<file path="config.mk">
export PLATFORM = sky130hd
export DESIGN_NAME = booth_mul_arbiter
export DESIGN_NICKNAME = d
export VERILOG_FILES = /design/src/rtl/booth_mul_arbiter.sv
export SDC_FILE = /design/constraint.sdc
export NUM_CORES = 1
export LEC_CHECK = 0
export BUFFER_PORTS_ARGS = -buffer_cell sky130_fd_sc_hd__buf_4
export CAP_MARGIN = 20
export CORE_MARGIN = 3
export CORE_UTILIZATION = 41
export DETAILED_ROUTE_END_ITERATION = 6
export HOLD_SLACK_MARGIN = 0.1
export MAX_ROUTING_LAYER = met4
export PLACE_DENSITY_LB_ADDON = 0.15
export SYNTH_ARGS = -nofsm -noshare
export SYNTH_HDL_FRONTEND = slang
export SYNTH_SLANG_ARGS = --single-unit
</file>
<file path="constraint.sdc">
create_clock -name clk -period 2.57 [get_ports clk]
set_input_delay 0.514 -clock clk [delete_from_list [all_inputs] [get_ports clk]]
set_output_delay 0.514 -clock clk [all_outputs]
set_load 0.02 [all_outputs]
</file>
<file path="src/rtl/booth_mul_arbiter.sv">
// ---------------------------------------------------------------------------
// booth_mul_arbiter
//
// Shares one external combinational 16x16 signed multiplier among N_REQ
// requesters. A round-robin arbiter accepts one operand pair at a time.
// The accepted operands are registered and drive the multiplier for one
// CALC cycle. The 32-bit product is then captured into an output buffer
// and returned with the requester index over a valid/ready channel.
//
// Parameters:
//   N_REQ  number of requesters (2..8)
//   ID_W   width of the requester index, equal to clog2(N_REQ)
//
// Ports:
//   clk         single clock, rising edge
//   reset       synchronous active-high reset
//   req_valid   per-requester request valid
//   req_ready   per-requester accept (one-hot or zero)
//   req_x       packed multiplicands, requester i at [16*i+15:16*i]
//   req_y       packed multipliers, same packing
//   mul_x       registered operand to the multiplier x input
//   mul_y       registered operand to the multiplier y input
//   mul_z       product returned by the multiplier (same cycle)
//   resp_valid  response valid
//   resp_ready  response accept
//   resp_z      signed 32-bit product
//   resp_id     index of the requester that issued the operands
//   busy        high whenever the block is not IDLE
//
// Optional feature macro: BOOTH_ARB_PRIO0_EN
//   When defined, requester 0 has strict priority and its grants leave the
//   round-robin pointer untouched. Remaining requesters share round-robin.
// ---------------------------------------------------------------------------
module booth_mul_arbiter #(
    parameter int N_REQ = 4,
    parameter int ID_W  = 2
) (
    input  logic                  clk,
    input  logic                  reset,
    input  logic [N_REQ-1:0]      req_valid,
    output logic [N_REQ-1:0]      req_ready,
    input  logic [16*N_REQ-1:0]   req_x,
    input  logic [16*N_REQ-1:0]   req_y,
    output logic [15:0]           mul_x,
    output logic [15:0]           mul_y,
    input  logic [31:0]           mul_z,
    output logic                  resp_valid,
    input  logic                  resp_ready,
    output logic [31:0]           resp_z,
    output logic [ID_W-1:0]       resp_id,
    output logic                  busy
);

    localparam logic [1:0] S_IDLE = 2'd0;
    localparam logic [1:0] S_CALC = 2'd1;
    localparam logic [1:0] S_RESP = 2'd2;

    logic [1:0]      state;
    logic [ID_W-1:0] rr_ptr;
    logic [ID_W-1:0] op_id;
    logic [15:0]     op_x;
    logic [15:0]     op_y;

    logic [ID_W-1:0] winner;
    logic [ID_W-1:0] scan_idx;
    logic [ID_W-1:0] rr_next;
    logic            any_valid;
    logic            grant_ok;
    logic            grant;
    logic            rr_update;
    logic [15:0]     x_arr [N_REQ];
    logic [15:0]     y_arr [N_REQ];

    // Unpack the flat operand buses so the winner can index them directly.
    always_comb begin
        for (int i = 0; i < N_REQ; i++) begin
            x_arr[i] = req_x[16*i +: 16];
            y_arr[i] = req_y[16*i +: 16];
        end
    end

    // Scan from the rr pointer upward. The loop runs from the farthest
    // offset down to offset zero so the closest valid requester is the last
    // one written and therefore wins. With the priority option, requester 0
    // is excluded from the scan and overrides the result when it is valid.
    always_comb begin
        winner    = '0;
        any_valid = 1'b0;
        scan_idx  = '0;
        rr_update = 1'b1;
        for (int i = N_REQ-1; i >= 0; i--) begin
            scan_idx = ID_W'((int'(rr_ptr) + i) % N_REQ);
`ifdef BOOTH_ARB_PRIO0_EN
            if (scan_idx != '0 && req_valid[scan_idx]) begin
`else
            if (req_valid[scan_idx]) begin
`endif
                winner    = scan_idx;
                any_valid = 1'b1;
            end
        end
`ifdef BOOTH_ARB_PRIO0_EN
        if (req_valid[0]) begin
            winner    = '0;
            any_valid = 1'b1;
            rr_update = 1'b0;
        end
`endif
    end

    // A new operation may be accepted from IDLE, or from RESP in the same
    // cycle the pending response is taken by the consumer.
    always_comb begin
        grant_ok = (state == S_IDLE) || ((state == S_RESP) && resp_ready);
        grant    = grant_ok && any_valid;
        rr_next  = (winner == ID_W'(N_REQ-1)) ? '0 : winner + ID_W'(1);
        req_ready = '0;
        if (grant) begin
            req_ready[winner] = 1'b1;
        end
    end

    // The operand registers feed the multiplier directly; they only change
    // on a grant, so outside CALC they keep the last operands issued.
    assign mul_x = op_x;
    assign mul_y = op_y;
    assign busy  = (state != S_IDLE);

    // Main control: accept operands on a grant, capture the product at the
    // end of CALC, and hold the response until the consumer takes it.
    always_ff @(posedge clk) begin
        if (reset) begin
            state      <= S_IDLE;
            rr_ptr     <= '0;
            op_x       <= '0;
            op_y       <= '0;
            op_id      <= '0;
            resp_valid <= 1'b0;
            resp_z     <= '0;
            resp_id    <= '0;
        end else begin
            if (grant) begin
                op_x  <= x_arr[winner];
                op_y  <= y_arr[winner];
                op_id <= winner;
                if (rr_update) begin
                    rr_ptr <= rr_next;
                end
            end
            case (state)
                S_IDLE: begin
                    if (grant) begin
                        state <= S_CALC;
                    end
                end
                S_CALC: begin
                    resp_z     <= mul_z;
                    resp_id    <= op_id;
                    resp_valid <= 1'b1;
                    state      <= S_RESP;
                end
                S_RESP: begin
                    if (resp_ready) begin
                        resp_valid <= 1'b0;
                        state      <= grant ? S_CALC : S_IDLE;
                    end
                end
                default: begin
                    state <= S_IDLE;
                end
            endcase
        end
    end

endmodule
</file>
==> qor.yml, run 1 <==
post-cts-setup-buffers: 0
synth-adder-area-share_pct: 1.46
floorplan.initialDensity_pct: 43.3
post_placement_setup_slack_ns: 0.114
synthDominantCellAreaShare_pct: 42.6
synth.area.top_cells: "sky130_fd_sc_hd__dfxtp_1, sky130_fd_sc_hd__mux2i_1, sky130_fd_sc_hd__nand2_1"
clk_latency_worst_skew_pair_ns: 0.34
power.share.switching_pct: 31.4
postRouteWirelength_um: 11000
placement.io_buffers: 238
critPathKind: "in2out"
worst-endpoint-arrival_ns: 1.93
seq_power_share_pct: 37.4
postLayoutSetupSlackWorst_ns: 0.124
chipWidth_um: 97.5
h_tree_level_count: 3
post_synth_and_or_nand_nor_area_fraction_pct: 16.4
drtIter0Drc: 68
via_total_after_detailed_routing: 3624
post_synth.cell_area_avg_um2: 9.03
postRouteAntennaNets: 0
synth_fp_nets: 551
setup-tns-final_ns: 0
worst-r2r-cell-count: 6
die-area_mm2: 0.00950
power.share.combinational_pct: 34.6
n_antenna_cell: 0
cp-start-kind: "input pin"
cellLeakagePower_uw: 0.00278
xor_xnor_cell_area_share_of_the_yosys_netlist_pct: 0
relSlewSlack_pct: 53.8
synth.largest_area_cell: "sky130_fd_sc_hd__dfxtp_1"
gr-total-overflow: 0
grt_setup_unrepaired: "no"
clock-skew-final_ns: 0.0150
status: "complete, no violations"
maxCapViolCount: 0
crit_path_max_fanout: 5
number_of_different_library_cells_in_the_post_synthesis_netlist: 31
crit_required_ns: 2.06
clkPwrFrac_pct: 28.0
worst_slew_pin_slew_ns: 0.690
cell_internal_pwr_uw: 2500
gp_routability_congestion: 0.865
post_synth_mux_area_share_pct: 19.2
first_pass_grt_wire_length_um: 17100
placeableCoreArea_mm2: 0.00793
ctsLongestPathBuffers: 2
crit_path_end_kind: "output pin"
multi_input_comb_area_mm2: 0.00179
synth.ff_latch_count: 73
largest_family_of_logic_cells_by_synthesized_area: "multiplexers"
max_clock_freq_mhz: 409
cts.reportedPaths.clkPinSlew_ns: 0.08
clock-root-buffer: "sky130_fd_sc_hd__clkbuf_8"
fp.dieH_um: 97.5
yosysWarnings: 0
finalCritPeriodShare_pct: 95.2
post-dp-hpwl_um: 8630
drive_gt1_share_pct: 44.3
io-pin-count: 239
drt_drc_violations_left: 0
post_synth_edffs: 0
synthesis.area_mm2: 0.00343
number_of_instances_in_the_synthesized_netlist: 380
number_of_global_route_vias_before_repair: 3590
finish.net_count: 781
detailedRoute.firstPassIterationCount: 4
synth-async-reset-ratio_pct: 0
grt_util_overall_pct: 22.6
power_per_cell_area_mw_per_mm2: 661
cts_sinks: 73
largest_net_degree_at_the_start_of_global_routing: 42
layout.filler_cells: 657
viasPerCell: 5.06
final_max_slew_viol_count: 0
synth_compound_area_share_pct: 14.9
min_path_cells: 2
period_needed_ns: 2.45
core.rowCount: 32
holdWs_ns: 0.380
clock_tree_from_tritoncts: "yes"
setup_viol: 0
vdd.ir_drop.worst_mv: 0.334
post_drt_wl_per_cell_um: 15.4
synth_seq_area_share_pct: 42.6
ys_top_cells_by_count: "sky130_fd_sc_hd__nand2_1, sky130_fd_sc_hd__dfxtp_1, sky130_fd_sc_hd__mux2i_1, sky130_fd_sc_hd__a21oi_1, sky130_fd_sc_hd__o221ai_1"
antenna_found_initial: 0
tritoncts.num_buffers: 9
min-delay-path-class: "in2reg"
synth_flop_cell: "sky130_fd_sc_hd__dfxtp_1"
design_power_total_uw: 3640
sequential_cell_area_mm2: 0.00146
most_numerous_cell_in_the_yosys_netlist: "sky130_fd_sc_hd__nand2_1"
utilization_pct: 69.5
total_switching_power_uw: 1140
hold_viol: 0
flow.area_growth_from_synthesis_pct: 60.4
[area by class of cell]
type                       count  area share, %
multi-input combinational    275           32.5
tap                          102           2.32
sequential                    73           26.6
inverter                       3          0.204
timing repair buffer         248           34.3
clock inverter                 4           1.39
clock buffer                  11           2.75
[worst max-delay path: stages]
cell and delay (ns):
sky130_fd_sc_hd__buf_4 0.12, sky130_fd_sc_hd__nor2b_1 0.13, sky130_fd_sc_hd__or4_4 0.51, sky130_fd_sc_hd__and2_4 0.17, sky130_fd_sc_hd__ha_1 0.19, sky130_fd_sc_hd__and2_1 0.14, sky130_fd_sc_hd__buf_4 0.15
[cell families after synthesis]
kind of cell	Yosys count
adders and majority gates	4
buffers and inverters	32
muxes	66
AOI/OAI and AO/OA	75
DFF	73
and+or+nand+nor	130
[cell usage in the layout (no fill, tap or decap), types with 2 or more instances in the layout]
cell type	synthesis	layout
sky130_fd_sc_hd__a21boi_0	2	2
sky130_fd_sc_hd__a21oi_1	35	35
sky130_fd_sc_hd__and2_1	4	4
sky130_fd_sc_hd__o221ai_1	31	31
sky130_fd_sc_hd__buf_12	0	2
sky130_fd_sc_hd__dfxtp_1	73	72
sky130_fd_sc_hd__nor2_1	8	7
sky130_fd_sc_hd__a211oi_1	2	2
sky130_fd_sc_hd__nand2_1	101	101
sky130_fd_sc_hd__nor2b_1	4	3
sky130_fd_sc_hd__buf_4	0	246
sky130_fd_sc_hd__mux2i_1	66	66
sky130_fd_sc_hd__nand2b_1	4	4
sky130_fd_sc_hd__o211ai_1	2	2
sky130_fd_sc_hd__clkbuf_8	0	11
sky130_fd_sc_hd__ha_1	4	4
sky130_fd_sc_hd__inv_1	2	2
sky130_fd_sc_hd__bufinv_16	0	2
[state kept, by name (all words and copies together) (netlist names)]
signal,count
state,2
rr_ptr,2
resp_valid,1
mul_x,16
resp_id,2
op_id,2
mul_y,16
resp_z,32
[power groups by stage]
stage | combinational (µW) | sequential [µW] | clock, µW
6_report | 1260 | 1360 | 1020
5_1_grt | 1350 | 1380 | 1080
4_1_cts | 1270 | 1360 | 1040
3_5_place_dp | 1270 | 1390 | 0
3_3_place_gp | 1250 | 1380 | 0
2_1_floorplan | 598 | 1540 | 0
[layer usage]
layer	vias to the layer above	GRT usage, %	wire [µm]
met5	-	-	0
met4	0	7.77	224
met3	19	5.17	782
met2	144	39.9	5800
met1	1660	24.9	4200
li1	1801	-	-
[metrics by stage]
| step | area, µm² | instances |
|---|---|---|
| 2_1_floorplan | 3430 | 380 |
| 3_3_place_gp | 5280 | 701 |
| 3_5_place_dp | 5280 | 701 |
| 4_1_cts | 5510 | 716 |
| 5_1_grt | 5510 | 716 |
| 6_report | 5510 | 716 |
[path summary, 6_finish.rpt]
| kind | slack [ns] | startpoint | endpoint |
|---|---|---|---|
| hold reg to reg | 0.45 | op_id[1]$_SDFFE_PP0P_ | resp_id[1]$_SDFFE_PP0P_ |
| hold / removal | 0.38 | reset | state[0]$_SDFFE_PP0P_ |
| setup reg to reg | 0.61 | rr_ptr[0]$_SDFFE_PP0P_ | mul_y[1]$_SDFFE_PP0P_ |
| setup / recovery | 0.12 | req_valid[0] | req_ready[0] |
[timing repair]
item / in CTS / in global routing
hold buffers: 0 / 0
endpoints found under the setup margin: 0 / 4
resized for setup: 0 / 1
No activity file was read; power rests on OpenSTA's default activity.
==> inputs of run 2 (changes only) <==
- BUFFER_PORTS_ARGS: -buffer_cell sky130_fd_sc_hd__buf_4 -> -buffer_cell sky130_fd_sc_hd__buf_2
- RECOVER_POWER: unset -> 100
==> run 2 against run 1 <==
Die area unchanged; non-clock buffer count decreased by 2; clock skew fell by 0.0064 ns; total power shrank 11%; clock power is 17% lower; utilization is 9.7 points lower; combinational power decreased by 17%; clock-buffer cell count is the same; flip-flop and latch count is the same; register-to-register slack got worse by 0.31 ns; largest power group unchanged; sequential power hardly changed.
==> qor.yml, run 2 (same netlist as run 1, synthesis figures left out) <==
critPathKind: "in2out"
cts_sinks: 73
maxCapViolCount: 0
timing.reg2reg.setup_slack_ns: 0.30
via_total_after_detailed_routing: 3547
worst-endpoint-arrival_ns: 1.95
critical_path.cell_chain: "buf_2 > nor2b_1 > or4_4 > and2_4 > inv_2 > ha_1 > and2_1 > buf_2"
viasPerCell: 4.95
cellLeakagePower_uw: 0.00231
cell_internal_pwr_uw: 2150
final_cell_mix: "sky130_fd_sc_hd__buf_2, sky130_fd_sc_hd__nand2_1, sky130_fd_sc_hd__dfxtp_1"
placeableCoreArea_mm2: 0.00793
timing.critical_path.slowest_cell_delay_ns: 0.51
chipWidth_um: 97.5
largest_net_degree_at_the_start_of_global_routing: 54
gr-total-overflow: 0
postRouteAntennaNets: 0
post-dp-hpwl_um: 7860
power.share.combinational_pct: 32.3
antenna_found_initial: 1
critical_path_buf_inv_count: 3
period_needed_ns: 2.46
critical-path-top-delay-family: "simple AND/OR/NAND/NOR gates"
total_switching_power_uw: 1110
place_area_mm2: 0.00467
placement.io_buffers: 238
max_clock_freq_mhz: 407
status: "complete, no violations"
flow.area_growth_from_synthesis_pct: 38.1
clkPwrFrac_pct: 26.0
postRouteWirelength_um: 10300
drtIter0Drc: 89
grt_setup_unrepaired: "no"
drt_drc_violations_left: 0
floorplan.initialDensity_pct: 43.3
ctsLongestPathBuffers: 2
layout.filler_cells: 761
final_max_slew_viol_count: 0
gp_routability_congestion: 0.896
setup-tns-final_ns: 0
utilization_pct: 59.8
finish.net_count: 779
seq_power_share_pct: 41.7
post-route-cell-area_mm2: 0.00474
hold_viol: 0
worst_slew_pin_slew_ns: 0.921
power.share.switching_pct: 34.0
finalCritPeriodShare_pct: 95.7
clock-root-buffer: "sky130_fd_sc_hd__clkbuf_8"
clock-skew-final_ns: 0.00853
setup_viol: 0
drive_gt1_share_pct: 32.4
largest_reg_flops: 32
clk_latency_worst_skew_pair_ns: 0.34
layout_commonest_cell: "sky130_fd_sc_hd__buf_2"
largest_register: "resp_z"
die-area_mm2: 0.00950
crit_required_ns: 2.06
detailedRoute.firstPassIterationCount: 4
crit_path_end_kind: "output pin"
grt_util_overall_pct: 21.6
holdWs_ns: 0.406
fp.dieH_um: 97.5
vdd.ir_drop.worst_mv: 0.323
cp_common_cell: "sky130_fd_sc_hd__buf_2"
cts.reportedPaths.clkPinSlew_ns: 0.07
clock_tree_from_tritoncts: "yes"
h_tree_level_count: 3
tritoncts.num_buffers: 9
cp-start-kind: "input pin"
core.rowCount: 32
cts_hold_buffers: 0
io-pin-count: 239
post_drt_wl_per_cell_um: 14.3
power_per_cell_area_mw_per_mm2: 687
crit_path_max_fanout: 5
number_of_global_route_vias_before_repair: 3462
min-delay-path-class: "in2reg"
cpMaxStageDelayCell: "sky130_fd_sc_hd__or4_4"
first_pass_grt_wire_length_um: 16400
relSlewSlack_pct: 38.6
run 2: path summary, 6_finish.rpt:
path                          startpoint                       to  cells past startpoint
setup / recovery            req_valid[0]             req_ready[3]                      8
hold / removal                 mul_z[12]  resp_z[12]$_SDFFE_PP0P_                      3
hold reg to reg   resp_z[6]$_SDFFE_PP0P_   resp_z[6]$_SDFFE_PP0P_                      2
setup reg to reg  rr_ptr[0]$_SDFFE_PP0P_   mul_y[12]$_SDFFE_PP0P_                      6
run 2: repair_timing:
action / CTS / global route
buffers inserted: 0 / 0
endpoints found under the setup margin: 0 / 3
gates resized for setup: 0 / 1
run 2: worst register-to-register path, cell delays in order (launching register included):
cell                       delay (ns)
sky130_fd_sc_hd__dfxtp_2         0.35
sky130_fd_sc_hd__nor2b_1         0.06
sky130_fd_sc_hd__or4_4           0.51
sky130_fd_sc_hd__and2_4          0.17
sky130_fd_sc_hd__clkbuf_4        0.51
sky130_fd_sc_hd__mux2i_1         0.38
sky130_fd_sc_hd__o221ai_1        0.14
run 2: cell type report:
| class | instances | area, µm² | area share, % |
|---|---|---|---|
| Tap cell | 102 | 128 | 2.69 |
| Timing Repair Buffer | 246 | 1170 | 24.8 |
| Sequential cell | 73 | 1460 | 30.9 |
| Multi-Input combinational cell | 275 | 1780 | 37.6 |
| Antenna cell | 2 | 5.00 | 0.106 |
| Clock inverter | 4 | 45.0 | 0.951 |
| Clock buffer | 11 | 131 | 2.77 |
| Inverter | 3 | 11.3 | 0.238 |
run 2: power groups by stage:
stage	combinational [µW]	clock, µW	sequential [µW]
finish	1050	847	1360
global route	1150	926	1380
CTS	1110	874	1360
floorplan	598	0	1540
detailed placement	1110	0	1380
global placement	1090	0	1380
run 2: layer usage:
| layer | global-route usage [%] | up-vias | wire length [µm] |
|---|---|---|---|
| li1 | - | 1794 | - |
| met2 | 36.6 | 135 | 5220 |
| met3 | 5.67 | 18 | 793 |
| met5 | - | - | 0 |
| met4 | 7.77 | 0 | 202 |
| met1 | 24.6 | 1600 | 4040 |
run 2: metrics by stage:
| step | power, µW | cells | setup WS, ns |
|---|---|---|---|
| global route | 3460 | 715 | 0.00495 |
| detailed placement | 2490 | 699 | 0.100 |
| finish | 3260 | 716 | 0.111 |
| global placement | 2460 | 699 | 0.117 |
| floorplan | 2140 | 380 | 0.0532 |
| CTS | 3340 | 714 | 0.0488 |
==> inputs of run 3 (changes only) <==
- ABC_AREA: unset -> 1
- CORE_UTILIZATION: 41 -> 35
- SLEW_MARGIN: unset -> 20
==> run 3 against run 2 <==
The run now ends with capacitance limit, slew limit left; total power rose by 140%; register-to-register slack barely moved; critical path depth rose by 7; area after synthesis rose by 26%; sequential power rose by 32%; clock skew fell by 0.0040 ns; clock power rose by 31%; global-route usage fell by 2.2 points; flip-flop and latch count did not move; synthesized cell count rose by 88%; hold slack improved by 0.0021 ns; critical endpoint is now req_ready[2].
==> qor.yml, run 3 <==
synth.area.top_cells: "sky130_fd_sc_hd__dfxtp_1, sky130_fd_sc_hd__nand2_1, sky130_fd_sc_hd__nand3_1"
hold_viol: 0
cell_internal_pwr_uw: 3800
synth.largest_area_cell: "sky130_fd_sc_hd__dfxtp_1"
number_of_instances_in_the_synthesized_netlist: 714
setup-tns-final_ns: 0
n_antenna_cell: 0
min_path_cells: 3
via_total_after_detailed_routing: 5006
status: "finished with violations"
synth_seq_area_share_pct: 33.7
ys_top_cells_by_count: "sky130_fd_sc_hd__nand2_1, sky130_fd_sc_hd__nor2_1, sky130_fd_sc_hd__nand3_1, sky130_fd_sc_hd__dfxtp_1, sky130_fd_sc_hd__inv_1"
synth.ff_latch_count: 73
flow.area_growth_from_synthesis_pct: 34.4
detailedRoute.firstPassIterationCount: 4
worst-r2r-cell-count: 16
number_of_global_route_vias_before_repair: 4311
die-area_mm2: 0.0138
crit_required_ns: 2.06
tritoncts.num_buffers: 9
final_cell_mix: "sky130_fd_sc_hd__nand2_1, sky130_fd_sc_hd__buf_2, sky130_fd_sc_hd__nor2_1"
largest_register: "resp_z"
drive_gt1_share_pct: 23.4
clock-skew-final_ns: 0.00449
postLayoutSetupSlackWorst_ns: 0.108
finalCritPeriodShare_pct: 95.8
layout.filler_cells: 1369
post-dp-hpwl_um: 9590
postRouteWirelength_um: 13800
period_needed_ns: 2.46
clk_latency_worst_skew_pair_ns: 0.33
sequential_cell_area_mm2: 0.00147
synth-async-reset-ratio_pct: 0
crit_path_max_fanout: 8
finish.net_count: 1106
relSlewSlack_pct: -3.47
seq_power_share_pct: 23.3
setup_viol: 0
post_synth.cell_area_avg_um2: 6.07
clkPwrFrac_pct: 14.3
first_pass_grt_wire_length_um: 20600
min-delay-path-class: "in2reg"
drt_drc_violations_left: 0
synthDominantCellAreaShare_pct: 33.7
yosysWarnings: 0
timing.critical_path.from: "rr_ptr[0]$_SDFFE_PP0P_"
holdWs_ns: 0.408
worst-endpoint-arrival_ns: 1.95
layout_commonest_cell: "sky130_fd_sc_hd__nand2_1"
synth_fp_nets: 885
cp_common_cell: "sky130_fd_sc_hd__nand2_1"
worstHoldEndpoint: "resp_z[0]$_SDFFE_PP0P_"
largest_reg_flops: 32
cellLeakagePower_uw: 0.00325
critical-path-top-delay-family: "simple AND/OR/NAND/NOR gates"
crit_reg_reg_endpoint: "mul_y[11]$_SDFFE_PP0P_"
utilization_pct: 48.3
placement.io_buffers: 238
placeableCoreArea_mm2: 0.0121
io-pin-count: 239
clock-root-buffer: "sky130_fd_sc_hd__clkbuf_16"
hold_start: "mul_z[0]"
timing.reg2reg.setup_slack_ns: 0.31
cts_sinks: 73
multi_input_comb_area_mm2: 0.00233
critPathKind: "reg2out"
post_placement_setup_slack_ns: 0.209
power.share.combinational_pct: 62.4
core.rowCount: 40
post_drt_wl_per_cell_um: 12.5
post_synth_edffs: 0
floorplan.initialDensity_pct: 35.9
power_per_cell_area_mw_per_mm2: 1330
fp.dieH_um: 117
chipWidth_um: 117
synthesis.area_mm2: 0.00433
total_switching_power_uw: 3950
crit_path_end_kind: "output pin"
gp_routability_congestion: 0.863
maxCapViolCount: 1
h_tree_level_count: 3
synth_flop_cell: "sky130_fd_sc_hd__dfxtp_1"
final_max_slew_viol_count: 35
ctsLongestPathBuffers: 2
postRouteAntennaNets: 0
max_clock_freq_mhz: 406
violations: "capacitance limit, slew limit"
critical_path.cell_chain: "inv_6 > nand2_1 > nand2_1 > nand2_1 > nand2_1 > inv_1 > nand3_1 > nand2_1 > nand2_2 > nand2_4 > inv_4 > ha_1 > inv_1 > nor2_2 > buf_6"
grt_setup_unrepaired: "yes"
cp-start-kind: "flop"
vdd.ir_drop.worst_mv: 0.791
viasPerCell: 4.52
grt_util_overall_pct: 19.4
cts.reportedPaths.clkPinSlew_ns: 0.06
worst_slew_pin_slew_ns: 1.55
clock_tree_from_tritoncts: "yes"
most_numerous_cell_in_the_yosys_netlist: "sky130_fd_sc_hd__nand2_1"
cts_hold_buffers: 0
gr-total-overflow: 0
cpMaxStageDelayCell: "sky130_fd_sc_hd__dfxtp_4"
largest_net_degree_at_the_start_of_global_routing: 65
critical_path_buf_inv_count: 5
power.share.switching_pct: 51.0
antenna_found_initial: 0
timing.rr.start: "rr_ptr[0]$_SDFFE_PP0P_"
number_of_different_library_cells_in_the_post_synthesis_netlist: 24
drtIter0Drc: 267
timing.critical_path.slowest_cell_delay_ns: 0.38
## run 3: repair_timing
item                                    4_1_cts  5_1_grt
endpoints found under the setup margin        4        4
gates resized for setup                       2       11
setup buffers                                 0        3
pin swaps                                     0        3
## run 3: layout make-up
| class | instances | area share (%) |
|---|---|---|
| Clock buffer | 10 | 3.93 |
| Clock inverter | 5 | 0.580 |
| Inverter | 73 | 4.88 |
| Multi-Input combinational cell | 522 | 40.0 |
| Sequential cell | 73 | 25.2 |
| Tap cell | 168 | 3.61 |
| Timing Repair Buffer | 256 | 21.8 |
## run 3: worst max-delay path by stage
stage	endpoint	slack, ns	cells past startpoint
2_1_floorplan	req_ready[0]	0.19	15
3_3_place_gp	req_ready[2]	0.22	15
3_5_place_dp	req_ready[0]	0.21	15
4_1_cts	req_ready[0]	0.03	14
5_1_grt	req_ready[2]	-0.04	15
6_report	req_ready[2]	0.11	15
## run 3: kinds of logic after synthesis
group                      Yosys count  synth area share (%)
and+or+nand+nor                    475                  47.4
DFF                                 73                  33.7
buffers and inverters              119                  12.7
adders and majority gates            4                  1.16
AOI/OAI and AO/OA                   43                  5.02
## run 3: through the flow
step | power (µW) | cells | instance area, µm²
finish | 7750 | 1107 | 5820
global route | 8540 | 1107 | 5820
CTS | 7840 | 1104 | 5870
detailed placement | 6670 | 1089 | 5600
global placement | 6690 | 1089 | 5600
floorplan | 5470 | 714 | 4330
## run 3: layer usage
layer / GRT usage, % / vias up / part of all wire (%)
li1: - / 2649 / -
met1: 24.1 / 2167 / 44
met2: 30.2 / 182 / 46
met3: 5.86 / 8 / 9.2
met4: 5.89 / 0 / 1.1
met5: - / - / 0
## run 3: power by group through the flow
stage / Combinational (µW) / Sequential (µW) / Clock [µW]
2_1_floorplan: 3210 / 2250 / 0
3_3_place_gp: 4890 / 1800 / 0
3_5_place_dp: 4870 / 1800 / 0
4_1_cts: 4900 / 1790 / 1160
5_1_grt: 5470 / 1860 / 1210
6_report: 4830 / 1800 / 1110
## run 3: worst register-to-register path: cells and delay by family (launching register included)
kind	cells	cell delay, ns
buf+inv	3	0.78
flops	1	0.38
simple gates	13	1.04
